[src/rtl/imm_ext_stage.sv]
// imm_ext_stage: registered immediate generator with a 2-entry skid buffer (main + skid).
// Define IMM_CSR_ZIMM_EN to decode imm_src 101 as the zero-extended CSR zimm.
module imm_ext_stage #(
   parameter int XLEN = 32
) (
   input  logic            clk,
   input  logic            rst_n,
   input  logic            in_valid,
   output logic            in_ready,
   input  logic [31:0]     instr,
   input  logic [2:0]      imm_src,
   input  logic            flush,
   output logic            out_valid,
   input  logic            out_ready,
   output logic [XLEN-1:0] imm_ext,
   output logic            out_illegal
);
   logic [31:0]     raw;
   logic            newIllegal;
   logic [XLEN-1:0] newImm;
   logic [XLEN-1:0] mainImm, skidImm;
   logic            mainIll, skidIll, mainValid, skidValid;
   logic            accept, consume;
   logic            unusedOpcode;
   assign unusedOpcode = &instr[6:0];
   always_comb begin
      raw = '0;
      newIllegal = 1'b0;
      case (imm_src)
         3'b000: raw = {{20{instr[31]}}, instr[31:20]};
         3'b001: raw = {{20{instr[31]}}, instr[31:25], instr[11:7]};
         3'b010: raw = {{20{instr[31]}}, instr[7], instr[30:25], instr[11:8], 1'b0};
         3'b011: raw = {{12{instr[31]}}, instr[19:12], instr[20], instr[30:21], 1'b0};
         3'b100: raw = {instr[31:12], 12'b0};
`ifdef IMM_CSR_ZIMM_EN
         3'b101: raw = {27'b0, instr[19:15]};
`endif
         default: newIllegal = 1'b1;
      endcase
   end
   // Every 32-bit form is already sign-correct, so widening to RV64 is a plain sign extension.
   assign newImm   = XLEN'($signed(raw));
   assign accept   = in_valid && in_ready;
   assign consume  = mainValid && out_ready;
   assign in_ready = !skidValid;
   always_ff @(posedge clk or negedge rst_n) begin
      if (!rst_n) begin
         mainImm   <= '0;
         mainIll   <= 1'b0;
         mainValid <= 1'b0;
         skidImm   <= '0;
         skidIll   <= 1'b0;
         skidValid <= 1'b0;
      end else if (flush) begin
         mainValid <= 1'b0;
         skidValid <= 1'b0;
      end else if (consume) begin
         if (skidValid) begin
            mainImm   <= skidImm;
            mainIll   <= skidIll;
            skidValid <= 1'b0;
         end else if (accept) begin
            mainImm <= newImm;
            mainIll <= newIllegal;
         end else begin
            mainValid <= 1'b0;
         end
      end else if (accept) begin
         if (!mainValid) begin
            mainImm   <= newImm;
            mainIll   <= newIllegal;
            mainValid <= 1'b1;
         end else begin
            skidImm   <= newImm;
            skidIll   <= newIllegal;
            skidValid <= 1'b1;
         end
      end
   end
   assign out_valid   = mainValid;
   assign imm_ext     = mainImm;
   assign out_illegal = mainIll;
endmodule

[config.mk]
export PLATFORM = sky130hd
export DESIGN_NAME = imm_ext_stage
export DESIGN_NICKNAME = d
export VERILOG_FILES = /design/src/rtl/imm_ext_stage.sv
export SDC_FILE = /design/constraint.sdc
export NUM_CORES = 1
export LEC_CHECK = 0
export ABC_AREA = 1
export BUFFER_PORTS_ARGS = -buffer_cell sky130_fd_sc_hd__buf_4
export CAP_MARGIN = 20
export CELL_PAD_IN_SITES_DETAIL_PLACEMENT = 2
export CELL_PAD_IN_SITES_GLOBAL_PLACEMENT = 2
export CORE_MARGIN = 2
export CORE_UTILIZATION = 23
export CTS_BUF_LIST = sky130_fd_sc_hd__clkbuf_8
export DETAILED_ROUTE_END_ITERATION = 7
export GPL_TIMING_DRIVEN = 0
export PLACE_DENSITY_LB_ADDON = 0.1
export SETUP_SLACK_MARGIN = 0.05
export SLEW_MARGIN = 20
export SYNTH_ARGS = -nofsm -noshare
export SYNTH_HDL_FRONTEND = slang
export SYNTH_SLANG_ARGS = --single-unit
[constraint.sdc]
create_clock -name clk -period 3.2 [get_ports clk]
set_input_delay 0 -clock clk [delete_from_list [all_inputs] [get_ports clk]]
set_output_delay 0 -clock clk [all_outputs]
set_load 0.05 [all_outputs]
---- After elaboration in Yosys (flattened, before gate mapping) ----
Cells that the tools add are included.
cells by class
  $mul .................................... 0
  magnitude comparators ................... 0
  eq/ne operators ......................... 7
  mux-type cells .......................... 21
  reduce and logical (&&, ||, !) cells .... 13
  bitwise operators ....................... 2
  shifts and indexed selects .............. 0
  divide/modulo/power cells ............... 0
  $add $sub $neg .......................... 0
operators with widths
  operator                                             count
  two-way mux 32 bit                                   5
  one-hot mux 32 bit (5 select lines)                  1
  two-way mux 1 bit                                    15
  AND reduction 4 bit                                  2
  equality test 3 x 2 -> 1 bit, second input constant  2
  != test 3 bit, second input constant                 2
  nonzero test 3 bit                                   2
  OR reduction 5 bit                                   1
  nonzero test 2 bit                                   2
  equality test 3 x 1 -> 1 bit, second input constant  1
  equality test 3 bit, second input constant           1
  zero test 3 bit                                      1
  AND reduction 3 bit                                  1
  logical AND 1 bit                                    2
  != test 2 x 1 -> 1 bit, second input constant        1
  inverter 1 bit                                       2
  AND reduction 2 bit                                  1
  zero test 1 bit                                      1
storage, ports and cells
  memories kept ........................... 0
  bits in latches ......................... 0
  output and inout bits ................... 35
  register bits after elaboration ......... 68
  logic and storage cells ................. 49
  bits in writable memories ............... 0
  input bits .............................. 40
  memory bits (read-only) ................. 0

---- Logic depth before layout (Yosys ltp) ----
Gate-level depths: netlist of the first run.
  depth after elaboration ................. 6
  mapped depth ............................ 8
  depth with buffers taken out ............ 7

---- Least setup slack after synthesis of the first run ----
No wires, ideal clock.
  path type ............................... reg2reg
  from .................................... register mainValid (netlist: out_valid)
  to ...................................... register skidIll
  data required time ...................... 3084 ps
  setup time .............................. 116 ps
  path slack .............................. 1659 ps
  cell stages (with the launch flop) ...... 7
  arrival ................................. 1425 ps
  cell sequence ........................... dfrtp_1 inv_1 nor3_4 inv_2 buf_2 nand2_1 nand2_1
between the ends
  longest elaborated chain between the ends .. 3
ends and longest elaborated chain
  element                                 line  text
  start, declared                         22    logic mainIll, skidIll, mainValid, skidValid;
  start signal, assigned                  50    mainValid <= 1'b0;
  start signal, assigned                  55    mainValid <= 1'b0;
  start signal, assigned                  66    mainValid <= 1'b0;
  logical AND 1 bit                       44    assign consume = mainValid && out_ready;
  inverter 1 bit (no source line)         -
  AND reduction 4 bit (no source line) *  -
  end signal, assigned                    75    skidIll <= newIllegal;
  end, declared                           22
Every way passes the cells marked *; elsewhere a longest branch is shown, timed or not.
A chain may end at the register's enable or synchronous reset.

---- Worst setup path in the final report of the first run ----
  from .................................... register mainValid (netlist: out_valid)
  to ...................................... register mainValid (netlist: out_valid)
between the ends
  longest elaborated chain between the ends .. 3
ends and longest elaborated chain
  element                                                                           line
  logical AND 1 bit *                                                               44
  != test 3 bit (no source line) (tied with other cells)                            -
  AND reduction 3 bit (no source line) / two-way mux 1 bit (equally long branches)  -
Marks and branches as above.

==> reports/qor.csv, run 1 <==
stage,metric,value,unit
status,status,finished clean,
clock_tree,Clock Pin Slew Worst Setup and Hold Paths,0.08,ns
worst_setup_path,slowest CP cell,dlygate4sd3_1,
logic_synthesis,Mapped Nets,498,
sta,Setup Skew,0.0110,ns
logic_synthesis,synthesized flop and latch total,68,
worst_setup_path,CP Max Fanout,4,
global_route,initial antenna violation count,0,
global_route,total grt overflow,0,
worst_setup_path,Setup CP Type,flop to flop,
sta,Highest Clock Rate,518,MHz
detailed_routing,DRC Markers,0,
logic_synthesis,"EDFF count, synth",0,
logic_synthesis,"FFs w/ async S/R, synth",100,%
global_route,first-pass GRT wire length,20.9,mm
sta,Slew @ Worst Pin,0.960,ns
layout,nets@finish,602,
worst_setup_path,critical path capture point type,flop,
clock_tree,worst skew pair latency,0.37,ns
floorplanning,FP Rows,44,
hold_path,hold crit path type,input port to flop,
pwr,total power,0.00267,W
detailed_routing,wire per inst,16.8,µm
pwr,switching portion of total power,38.1,%
logic_synthesis,Post-Synthesis Cell Area,3410,µm²
worst_setup_path,worst path cell trace,"inv_1, nor2_1, nand2_1, dlygate4sd3_1, nand2_1, dlygate4sd3_1",
floorplanning,die width,126,µm
pwr,Seq pwr share,42.1,%
logic_synthesis,most common cell in the netlist,nand2_1,
floorplanning,die area,15800,µm²
global_route,vias in the first global route,3853,
floorplanning,initial core utilization,23.5,%
layout,final std cells w/o fill,751,
worst_setup_path,CP Launch Type,flop,
pwr,pwr/cell area,583,nW/µm²
clock_tree,CTS tree,done,
global_route,GRT Overall Usage,17.2,%
pwr,Worst IR Drop VDD,167,µV
placement,Post-Place Cells,709,
detailed_routing,Vias,3374,
placement,Post-DP HPWL,8.86,mm
sta,Final Hold Viols,0,
detailed_routing,Post-DRT Antenna Nets,0,
floorplanning,Core Area,14500,µm²
global_route,largest net degree at the start of global routing,69,
logic_synthesis,yosys warns,0,
layout,ant diodes,0,
logic_synthesis,Post-synth top flop,dfrtp_1,
floorplanning,die height,126,µm
sta,Tcrit/Tclk final,60.4,%
logic_synthesis,Yosys cell types,22,
detailed_routing,drt initial violations,135,
logic_synthesis,largest area contributor in the netlist,dfrtp_1,
sta,RSZ-0062 raised after global routing,no,
sta,Worst slew margin,36.0,%
pwr,Combinational Power Share,31.1,%
worst_setup_path,Worst EP required,3.45,ns
clock_tree,htree depth,3,
placement,IO buf count,67,
clock_tree,clk buf depth,2,
sta,TNS Setup,0,ns
flow_run,Max-cap violations,0,
placement,Placed Area,4140,µm²
logic_synthesis,synth top area cells,"dfrtp_1 50%, nand2_1 25%, nand3_1 4.6%",
sta,# setup viols final,0,
sta,max-slew violation count,0,
detailed_routing,WL final,12.6,mm
clock_tree,root buf cell,clkbuf_8,
logic_synthesis,Syn Area/Cell,7.44,µm²
pwr,Clock power frac,26.8,%
layout,final design area excluding fillers,4590,µm²
logic_synthesis,top-area cell type share of the netlist area,49.9,%
logic_synthesis,Synth top cells by count,"225 x nand2_1, 68 x dfrtp_1, 35 x nor2_1",
placement,RePlAce Congestion,0.775,
pwr,NetSw,0.00102,W
worst_setup_path,CP peak stage delay,0.55,ns
logic_synthesis,post-synthesis cell count,458,
layout,share of layout cells above drive strength 1,20.1,%
layout,number of fill cells,1729,
sta,post-route minimum period,1.93,ns
clock_tree,clk sink count,68,
worst_setup_path,CP arrival,2.18,ns
detailed_routing,first-pass iteration count of the detailed router,4,
pwr,P_leak,2.57,nW
clock_tree,Resized cells post-CTS,0,
pwr,internal power,0.00165,W
clock_tree,CTS Buf Count,9,
floorplanning,I/O pin total,75,
logic_synthesis,sequential fraction of the synthesis area,49.9,%
detailed_routing,drt via density,4.49,
layout,Layout area overhead,34.5,%
timing repair:
| item | 4_1_cts | 5_1_grt |
|---|---|---|
| buffers inserted | 0 | 0 |
| hold buffers | 26 | 0 |
| hold endpoints to repair | 113 | 0 |
kinds of logic (layout without fill, tap and decap cells):
group	Yosys count	count (layout)	share of synthesized area [%]
AND/OR/NAND/NOR	299	299	35.3
AO/OA/AOI/OAI	44	44	7.16
buffers and inverters	47	156	7.64
flip-flops	68	68	49.9
through the flow:
step / worst slack, ns / util [%] / hold slack [ns]
6_report: 1.27 / 31.7 / 0.0190
5_1_grt: 1.16 / 31.7 / 0.0380
2_1_floorplan: 1.66 / - / -0.296
4_1_cts: 1.27 / 31.7 / 0.00617
3_3_place_gp: 1.58 / 28.6 / 0.227
3_5_place_dp: 1.53 / 28.6 / 0.232
path summary, 6_finish.rpt:
check	startpoint	to	slack, ns	cells after the start
worst max-delay path	out_valid	out_valid	1.27	6
worst min-delay path	instr[21]	skidImm[21]	0.02	5
worst max register to register	out_valid	out_valid	1.27	6
worst min register to register	skidImm[25]	skidImm[25]	0.48	2
max in group asynchronous	rst_n	skidImm[13]	2.25	2
min in group asynchronous	rst_n	imm_ext[2]	0.34	2
critical path: cells and delay by family, from the launching register on:
kind | cells | cell delay, ns
AND/OR/NAND/NOR | 3 | 0.16
buffers and inverters | 3 | 1.23
flip-flops | 1 | 0.43
final cells by class:
type / count / area [µm²] / share of cell area, %
plain buffers: 23 / 170 / 3.71
multi-input cells: 343 / 1450 / 31.5
clock inverters: 7 / 60.1 / 1.31
repair buffers: 93 / 763 / 16.6
clock buffers: 9 / 124 / 2.70
well taps: 184 / 230 / 5.02
flip-flops and latches: 68 / 1700 / 37.1
inverters: 24 / 90.1 / 1.96
power groups by stage:
| stage | clock network (W) | logic, W | registers, W |
|---|---|---|---|
| after global placement | 0 | 0.000797 | 0.00113 |
| after CTS | 0.000755 | 0.000848 | 0.00113 |
| after floorplan | 0 | 0.000256 | 0.00140 |
| after global routing | 0.000783 | 0.000914 | 0.00115 |
| after detailed placement | 0 | 0.000817 | 0.00114 |
| final | 0.000717 | 0.000831 | 0.00112 |
sequential cells by signal (all words and copies together) (netlist names):
signal	cells
skidValid	1
out_valid	1
skidImm	32
out_illegal	1
skidIll	1
imm_ext	32
metal layers:
metal | up-vias | wire, µm | global-route usage, %
li1 | 1637 | - | -
met4 | 0 | 204 | 6.14
met5 | - | 0 | 0
met1 | 1671 | 6010 | 22.6
met2 | 54 | 6080 | 28.7
met3 | 12 | 346 | 2.63
placed cells by master, fill, tap and decap left out, types with 2 or more instances in the layout:
cell type,count
a21oi_1,17
buf_2,10
buf_4,70
buf_6,8
clkbuf_1,2
clkbuf_8,9
clkinv_2,3
dfrtp_1,68
dlygate4sd3_1,26
inv_1,22
inv_2,3
nand2_1,225
nand3_1,31
nand4_1,3
nor2_1,35
o211ai_1,2
o21ai_0,15
o21ai_1,5
o21ai_2,5
No activity file was read; power rests on OpenSTA's default activity.
==> run 2, diff against run 1 <==
Settings changed: ABC_AREA 1 to 0.
Clock period 3.2 ns to 1.6 ns, I/O delays scaled along.
==> reports/qor.csv, run 2 <==
stage,metric,value,unit,change
logic_synthesis,combinational family with the most area after synthesis,compound AO/OA/AOI/OAI gates,,was simple AND/OR/NAND/NOR gates
sta,post-route minimum period,1.66,ns,was 1.93 ns
placement,Placement Setup Slack,-0.361,ns,was 1.53 ns
pwr,P_leak,2.20,nW,was 2.57 nW
layout,share of layout cells above drive strength 1,36.8,%,was 20.1%
pwr,total power,0.00547,W,was 0.00267 W
sta,Worst slew margin,37.2,%,was 36.0%
detailed_routing,first-pass iteration count of the detailed router,4,,unchanged
layout,Layout area overhead,46.9,%,was 34.5%
floorplanning,initial core utilization,23.5,%,about the same
status,status,"complete, but fails checks",,was finished clean
detailed_routing,wire per inst,19.2,µm,was 16.8 µm
global_route,GRT Overall Usage,16.7,%,was 17.2%
logic_synthesis,top-area cell type share of the netlist area,52.1,%,was 49.9%
detailed_routing,Post-DRT Antenna Nets,0,,unchanged
sta,Tcrit/Tclk final,104,%,was 60.4%
detailed_routing,routed wl met2,5.71,mm,was 6.08 mm
logic_synthesis,Synth top cells by count,"68 x dfrtp_1, 64 x nand2_1, 47 x a21oi_1",,"was 225 x nand2_1, 68 x dfrtp_1, 35 x nor2_1"
worst_setup_path,CP Max Fanout,10,,was 4
logic_synthesis,largest area contributor in the netlist,dfrtp_1,,unchanged
floorplanning,I/O pin total,75,,unchanged
sta,Setup Skew,0.0156,ns,was 0.0110 ns
global_route,total grt overflow,0,,unchanged
worst_setup_path,CP arrival,1.92,ns,was 2.18 ns
layout,storage element area,1700,µm²,about the same
floorplanning,die area,15200,µm²,was 15800 µm²
sta,Final WS setup,-0.0619,ns,was 1.27 ns
global_route,initial antenna violation count,0,,unchanged
clock_tree,worst skew pair latency,0.37,ns,about the same
hold_path,hold crit path type,input port to flop,,unchanged
logic_synthesis,yosys warns,0,,unchanged
clock_tree,CTS tree,done,,unchanged
logic_synthesis,Post-Synthesis Cell Area,3270,µm²,was 3410 µm²
logic_synthesis,"FFs w/ async S/R, synth",100,%,unchanged
sta,max-slew violation count,0,,unchanged
logic_synthesis,sequential fraction of the synthesis area,52.1,%,was 49.9%
logic_synthesis,"EDFF count, synth",0,,unchanged
floorplanning,FP Rows,43,,was 44
global_route,largest net degree at the start of global routing,69,,unchanged
sta,RSZ-0062 raised after global routing,yes,,was no
global_route,first-pass GRT wire length,18.6,mm,was 20.9 mm
sta,Slew @ Worst Pin,0.942,ns,was 0.960 ns
logic_synthesis,Syn Area/Cell,9.39,µm²,was 7.44 µm²
logic_synthesis,post-synthesis cell count,348,,was 458
logic_synthesis,most common cell in the netlist,dfrtp_1,,was nand2_1
pwr,Worst IR Drop VDD,333,µV,was 167 µV
sta,Final Hold Viols,0,,unchanged
placement,IO buf count,65,,was 67
worst_setup_path,CP Launch Type,flop,,unchanged
layout,number of fill cells,1537,,was 1729
clock_tree,clk buf depth,2,,unchanged
detailed_routing,DRC Markers,0,,unchanged
placement,Post-DP HPWL,8.12,mm,was 8.86 mm
clock_tree,htree depth,3,,unchanged
worst_setup_path,Setup CP Type,flop to flop,,unchanged
worst_setup_path,Worst EP required,1.85,ns,was 3.45 ns
clock_tree,CTS Buf Count,9,,unchanged
logic_synthesis,adder-cell share of the synthesized area,0,%,unchanged
logic_synthesis,synth top area cells,"dfrtp_1 52%, nand2_1 7.4%, a21oi_1 7.2%",,"was dfrtp_1 50%, nand2_1 25%, nand3_1 4.6%"
global_route,vias in the first global route,3226,,was 3853
logic_synthesis,synthesized flop and latch total,68,,unchanged
detailed_routing,routed wl met3,415,µm,was 346 µm
clock_tree,Clock Pin Slew Worst Setup and Hold Paths,0.08,ns,about the same
layout,nets@finish,491,,was 602
sta,# setup viols final,13,,was 0
logic_synthesis,Yosys cell types,36,,was 22
detailed_routing,drt via density,4.69,,was 4.49
logic_synthesis,Mapped Nets,388,,was 498
logic_synthesis,mux contribution to synthesized area,5.78,%,was 0%
detailed_routing,Vias,2981,,was 3374
status,failing checks,negative setup slack,,
detailed_routing,M1 wire length,5.88,mm,was 6.01 mm
layout,area of the multi-input gates,1600,µm²,was 1450 µm²
logic_synthesis,Synth Area in XOR/XNOR,0.536,%,was 0%
sta,Highest Clock Rate,602,MHz,was 518 MHz
detailed_routing,WL final,12.2,mm,was 12.6 mm
pwr,pwr/cell area,1140,nW/µm²,was 583 nW/µm²
floorplanning,Core Area,13900,µm²,was 14500 µm²
floorplanning,die width,123,µm,was 126 µm
clock_tree,clk sink count,68,,unchanged
layout,most frequent cells in the layout,"72 x buf_4, 66 x dfrtp_1, 47 x a21oi_1",,"was 225 x nand2_1, 70 x buf_4, 68 x dfrtp_1"
logic_synthesis,Synth Area in Compound Gates,20.2,%,was 7.16%
logic_synthesis,Post-synth top flop,dfrtp_1,,unchanged
layout,fin util,34.6,%,was 31.7%
worst_setup_path,critical path capture point type,flop,,unchanged
logic_synthesis,post-synthesis simple-gate area fraction,17.2,%,was 35.3%
detailed_routing,drt initial violations,100,,was 135
flow_run,Max-cap violations,0,,unchanged
placement,RePlAce Congestion,0.710,,was 0.775
floorplanning,die height,123,µm,was 126 µm
clock_tree,root buf cell,clkbuf_8,,unchanged
layout,ant diodes,0,,unchanged
detailed_routing,max layer used,met4,,unchanged
layout,"commonest non-fill, non-tap cell in the layout",buf_4,,was nand2_1
-- run 2: changes by cell type in the layout (fill, tap and decap cells not counted), moves of 10 or more --
cell     change
a21oi_1     +30
inv_1       -17
nand2_1    -184
nand2_2     +18
nand3_1     -22
nor2_1      -19
o21ai_1     +10
-- run 2: cells by family after synthesis --
| kind of cell | after synthesis |
|---|---|
| simple gates | 119 |
| compound gates | 112 |
| flops | 68 |
| buf+inv | 30 |
| mux | 17 |
| xor+xnor | 2 |
-- run 2: layout make-up --
cell class	count	share of cell area, %
plain buffers	27	5.06
clock buffers	10	2.87
clock inverters	6	1.20
inverters	2	0.156
multi-input cells	250	33.4
flip-flops and latches	68	35.5
well taps	180	4.69
repair buffers	93	17.1
-- run 2: power by group --
part | total [W] | internal [W] | switching, W
Sequential | 0.00226 | 0.00205 | 0.000214
Combinational | 0.00173 | 0.000662 | 0.00107
Clock | 0.00148 | 0.000749 | 0.000728
-- run 2: critical path, cell delays in order (launching register included) --
cell and delay [ns]:
dfrtp_2 0.45, nand2b_4 0.19, a211oi_4 0.28, buf_12 0.17, buf_12 0.15, mux2_4 0.31
-- run 2: timing repair --
| item | 4_1_cts | 5_1_grt |
|---|---|---|
| hold buffers | 17 | 0 |
| cloned | 0 | 4 |
| buffers inserted | 6 | 1 |
| pin swaps | 1 | 12 |
| setup endpoints to repair | 65 | 64 |
| resized for setup | 29 | 70 |
| hold endpoints to repair | 89 | 0 |
-- run 2: path summary, 6_finish.rpt --
check	endpoint	cells past startpoint	slack, ns	start
setup reg to reg	imm_ext[27]	5	-0.06	skidValid
hold reg to reg	skidImm[11]	2	0.47	skidImm[11]
setup / recovery	imm_ext[27]	5	-0.06	skidValid
min in group asynchronous	skidImm[14]	2	0.33	rst_n
hold / removal	skidImm[14]	4	0.06	instr[14]
max in group asynchronous	out_valid	2	0.62	rst_n
-- run 2: through the flow --
stage | instance area, µm² | hold WS [ns] | setup TNS (ns) | std cells
6_report | 4800 | 0.0648 | -0.496 | 636
5_1_grt | 4800 | 0.0732 | -2.99 | 636
4_1_cts | 4550 | 0.0667 | -0.356 | 631
3_5_place_dp | 4040 | 0.223 | -14.48 | 593
3_3_place_gp | 4040 | 0.218 | -12.17 | 593
2_1_floorplan | 3320 | -0.296 | -1.09 | 348
-- run 2: per-layer routing --
metal  global-route usage, %  up-vias
met2                    25.9       57
met5                       0        -
met4                    6.39        0
met3                    2.91       11
met1                    23.2     1479
li1                        -     1434
==> run 3, diff against run 2 <==
Settings changed: CELL_PAD_IN_SITES_DETAIL_PLACEMENT 2 to unset, CELL_PAD_IN_SITES_GLOBAL_PLACEMENT 2 to unset, PLACE_DENSITY_LB_ADDON 0.1 to unset.
==> reports/qor.csv, run 3 (same netlist as run 2, synthesis figures left out) <==
stage,metric,value,unit,change
placement,IO buf count,65,,unchanged
detailed_routing,routed wl met3,682,µm,was 415 µm
pwr,total power,0.00526,W,was 0.00547 W
sta,Setup Skew,0.00654,ns,was 0.0156 ns
layout,final std cells w/o fill,631,,was 636
sta,RSZ-0062 raised after global routing,yes,,unchanged
floorplanning,Core Area,13900,µm²,unchanged
floorplanning,die area,15200,µm²,unchanged
detailed_routing,routed wl met2,4.40,mm,was 5.71 mm
sta,Highest Clock Rate,630,MHz,was 602 MHz
global_route,initial antenna violation count,0,,unchanged
detailed_routing,first-pass iteration count of the detailed router,4,,unchanged
sta,WHS,-0.00649,ns,was 0.0648 ns
worst_setup_path,R2R Path Start,out_valid,,was skidValid
layout,number of fill cells,1451,,was 1537
detailed_routing,M1 wire length,4.61,mm,was 5.88 mm
worst_setup_path,worst path cell trace,"and2b_1, a211oi_4, buf_6, buf_4, mux2_2",,"was nand2b_4, a211oi_4, buf_12, buf_12, mux2_4"
worst_setup_path,RR Endpoint,imm_ext[29],,was imm_ext[27]
sta,max-slew violation count,0,,unchanged
pwr,pwr/cell area,1150,nW/µm²,was 1140 nW/µm²
sta,Worst slew margin,42.1,%,was 37.2%
pwr,Worst IR Drop VDD,542,µV,was 333 µV
worst_setup_path,CP arrival,1.82,ns,was 1.92 ns
clock_tree,clk buf depth,2,,unchanged
clock_tree,worst skew pair latency,0.34,ns,was 0.37 ns
clock_tree,Clock Pin Slew Worst Setup and Hold Paths,0.07,ns,was 0.08 ns
flow_run,Max-cap violations,0,,unchanged
sta,post-route minimum period,1.59,ns,was 1.66 ns
layout,share of layout cells above drive strength 1,30.4,%,was 36.8%
worst_setup_path,slowest CP cell,dfrtp_2,,unchanged
detailed_routing,max layer used,met4,,unchanged
worst_setup_path,critical path capture point type,flop,,unchanged
worst_setup_path,CP endpoint,imm_ext[29],,was imm_ext[27]
global_route,largest net degree at the start of global routing,69,,unchanged
layout,ant diodes,0,,unchanged
layout,fin util,32.8,%,was 34.6%
floorplanning,die height,123,µm,unchanged
worst_setup_path,CP Launch Type,flop,,unchanged
worst_setup_path,CP Launch Point,out_valid,,was skidValid
floorplanning,die width,123,µm,unchanged
layout,"commonest non-fill, non-tap cell in the layout",buf_4,,unchanged
worst_setup_path,CP Max Fanout,6,,was 10
status,status,"complete, but fails checks",,unchanged
sta,Final WS setup,0.0115,ns,was -0.0619 ns
hold_path,Worst Hold Launch,instr[21],,was instr[14]
floorplanning,I/O pin total,75,,unchanged
clock_tree,clk sink count,68,,unchanged
worst_setup_path,Setup CP Type,flop to flop,,unchanged
global_route,first-pass GRT wire length,15.2,mm,was 18.6 mm
sta,Final Hold Viols,1,,was 0
placement,Post-Place Cells,593,,unchanged
clock_tree,CTS Buf Count,9,,unchanged
worst_setup_path,Reg2Reg Depth,5,,unchanged
layout,most frequent cells in the layout,"72 x buf_4, 66 x dfrtp_1, 63 x nand2_1",,"was 72 x buf_4, 66 x dfrtp_1, 47 x a21oi_1"
detailed_routing,wire per inst,15.6,µm,was 19.2 µm
sta,Tcrit/Tclk final,99.3,%,was 104%
global_route,GRT Overall Usage,13.1,%,was 16.7%
layout,storage element area,1700,µm²,unchanged
hold_path,hold crit path type,input port to flop,,unchanged
detailed_routing,drt initial violations,276,,was 100
worst_setup_path,Worst EP required,1.83,ns,was 1.85 ns
worst_setup_path,CP peak stage delay,0.46,ns,was 0.45 ns
layout,area of the multi-input gates,1490,µm²,was 1600 µm²
detailed_routing,Post-DRT Antenna Nets,0,,unchanged
global_route,total grt overflow,0,,unchanged
pwr,P_leak,2.12,nW,was 2.20 nW
detailed_routing,Vias,2988,,was 2981
clock_tree,CTS tree,done,,unchanged
layout,nets@finish,486,,was 491
placement,Placement Setup Slack,-0.236,ns,was -0.361 ns
layout,Layout area overhead,39.4,%,was 46.9%
floorplanning,initial core utilization,23.5,%,unchanged
floorplanning,FP Rows,43,,unchanged
clock_tree,root buf cell,clkbuf_8,,unchanged
global_route,vias in the first global route,2847,,was 3226
detailed_routing,WL final,9.81,mm,was 12.2 mm
status,failing checks,negative hold slack,,was negative setup slack
detailed_routing,DRC Markers,0,,unchanged
placement,Post-DP HPWL,6.88,mm,was 8.12 mm
detailed_routing,drt via density,4.74,,was 4.69
sta,Slew @ Worst Pin,0.869,ns,was 0.942 ns
clock_tree,htree depth,3,,unchanged
sta,# setup viols final,0,,was 13
placement,RePlAce Congestion,0.839,,was 0.710
worst_setup_path,R2R setup slack,0.01,ns,was -0.06 ns
==> run 3: cell types whose count changed in the layout (fill, tap and decap cells not counted), moves of 4 or more <==
cell and change:
clkbuf_8 +6, o21ai_2 -9, o21ai_0 +12, nand2_2 -19, buf_12 -4, nand2_1 +22
==> run 3: where the power goes <==
part           internal [W]  switching, W
clock              0.000765      0.000619
combinational      0.000604       0.00104
sequential          0.00205      0.000182
==> run 3: metal layers <==
layer	up-vias	global-route usage, %
met5	-	0
met4	0	4.05
met3	12	2.86
met2	110	19.4
met1	1449	19.0
li1	1417	-
==> run 3: cell type report <==
type                            instances  area share (%)
Buffer                                 27            4.59
Clock buffer                           14            4.23
Clock inverter                          2           0.165
Inverter                                2           0.165
Multi-Input combinational cell        250            32.8
Sequential cell                        68            37.4
Tap cell                              180            4.95
Timing Repair Buffer                   88            15.7
==> run 3: through the flow <==
step           TNS, ns  instance area (µm²)  hold slack, ns
2_1_floorplan    -1.09                 3320          -0.296
3_3_place_gp     -6.16                 4040           0.168
3_5_place_dp     -7.44                 4040           0.178
4_1_cts              0                 4500         0.00310
5_1_grt         -0.690                 4550         0.00465
6_report             0                 4550        -0.00649
==> run 3: critical path: cells and delay by family (launching register included) <==
kind                   cells  cell delay, ns
DFF                        1            0.46
muxes                      1            0.32
AOI/OAI and AO/OA          1            0.18
and+or+nand+nor            1            0.22
buffers and inverters      2            0.29
==> run 3: what timing repair did <==
action,4_1_cts,5_1_grt
setup endpoints to repair,57,59
pin swaps,1,3
endpoints found under the hold margin,80,0
buffers inserted,7,1
gates cloned,1,0
hold buffers,14,0
resized for setup,26,25
==> run 3: how the worst min path moves through the flow <==
stage                   to  slack (ns)  cells after the start
3_5_place_dp   imm_ext[11]        0.18                      1
2_1_floorplan   imm_ext[0]       -0.30                      0
5_1_grt        skidImm[21]       0.005                      3
3_3_place_gp    imm_ext[0]        0.17                      1
6_report       skidImm[21]      -0.006                      3
4_1_cts        skidImm[23]       0.003                      3
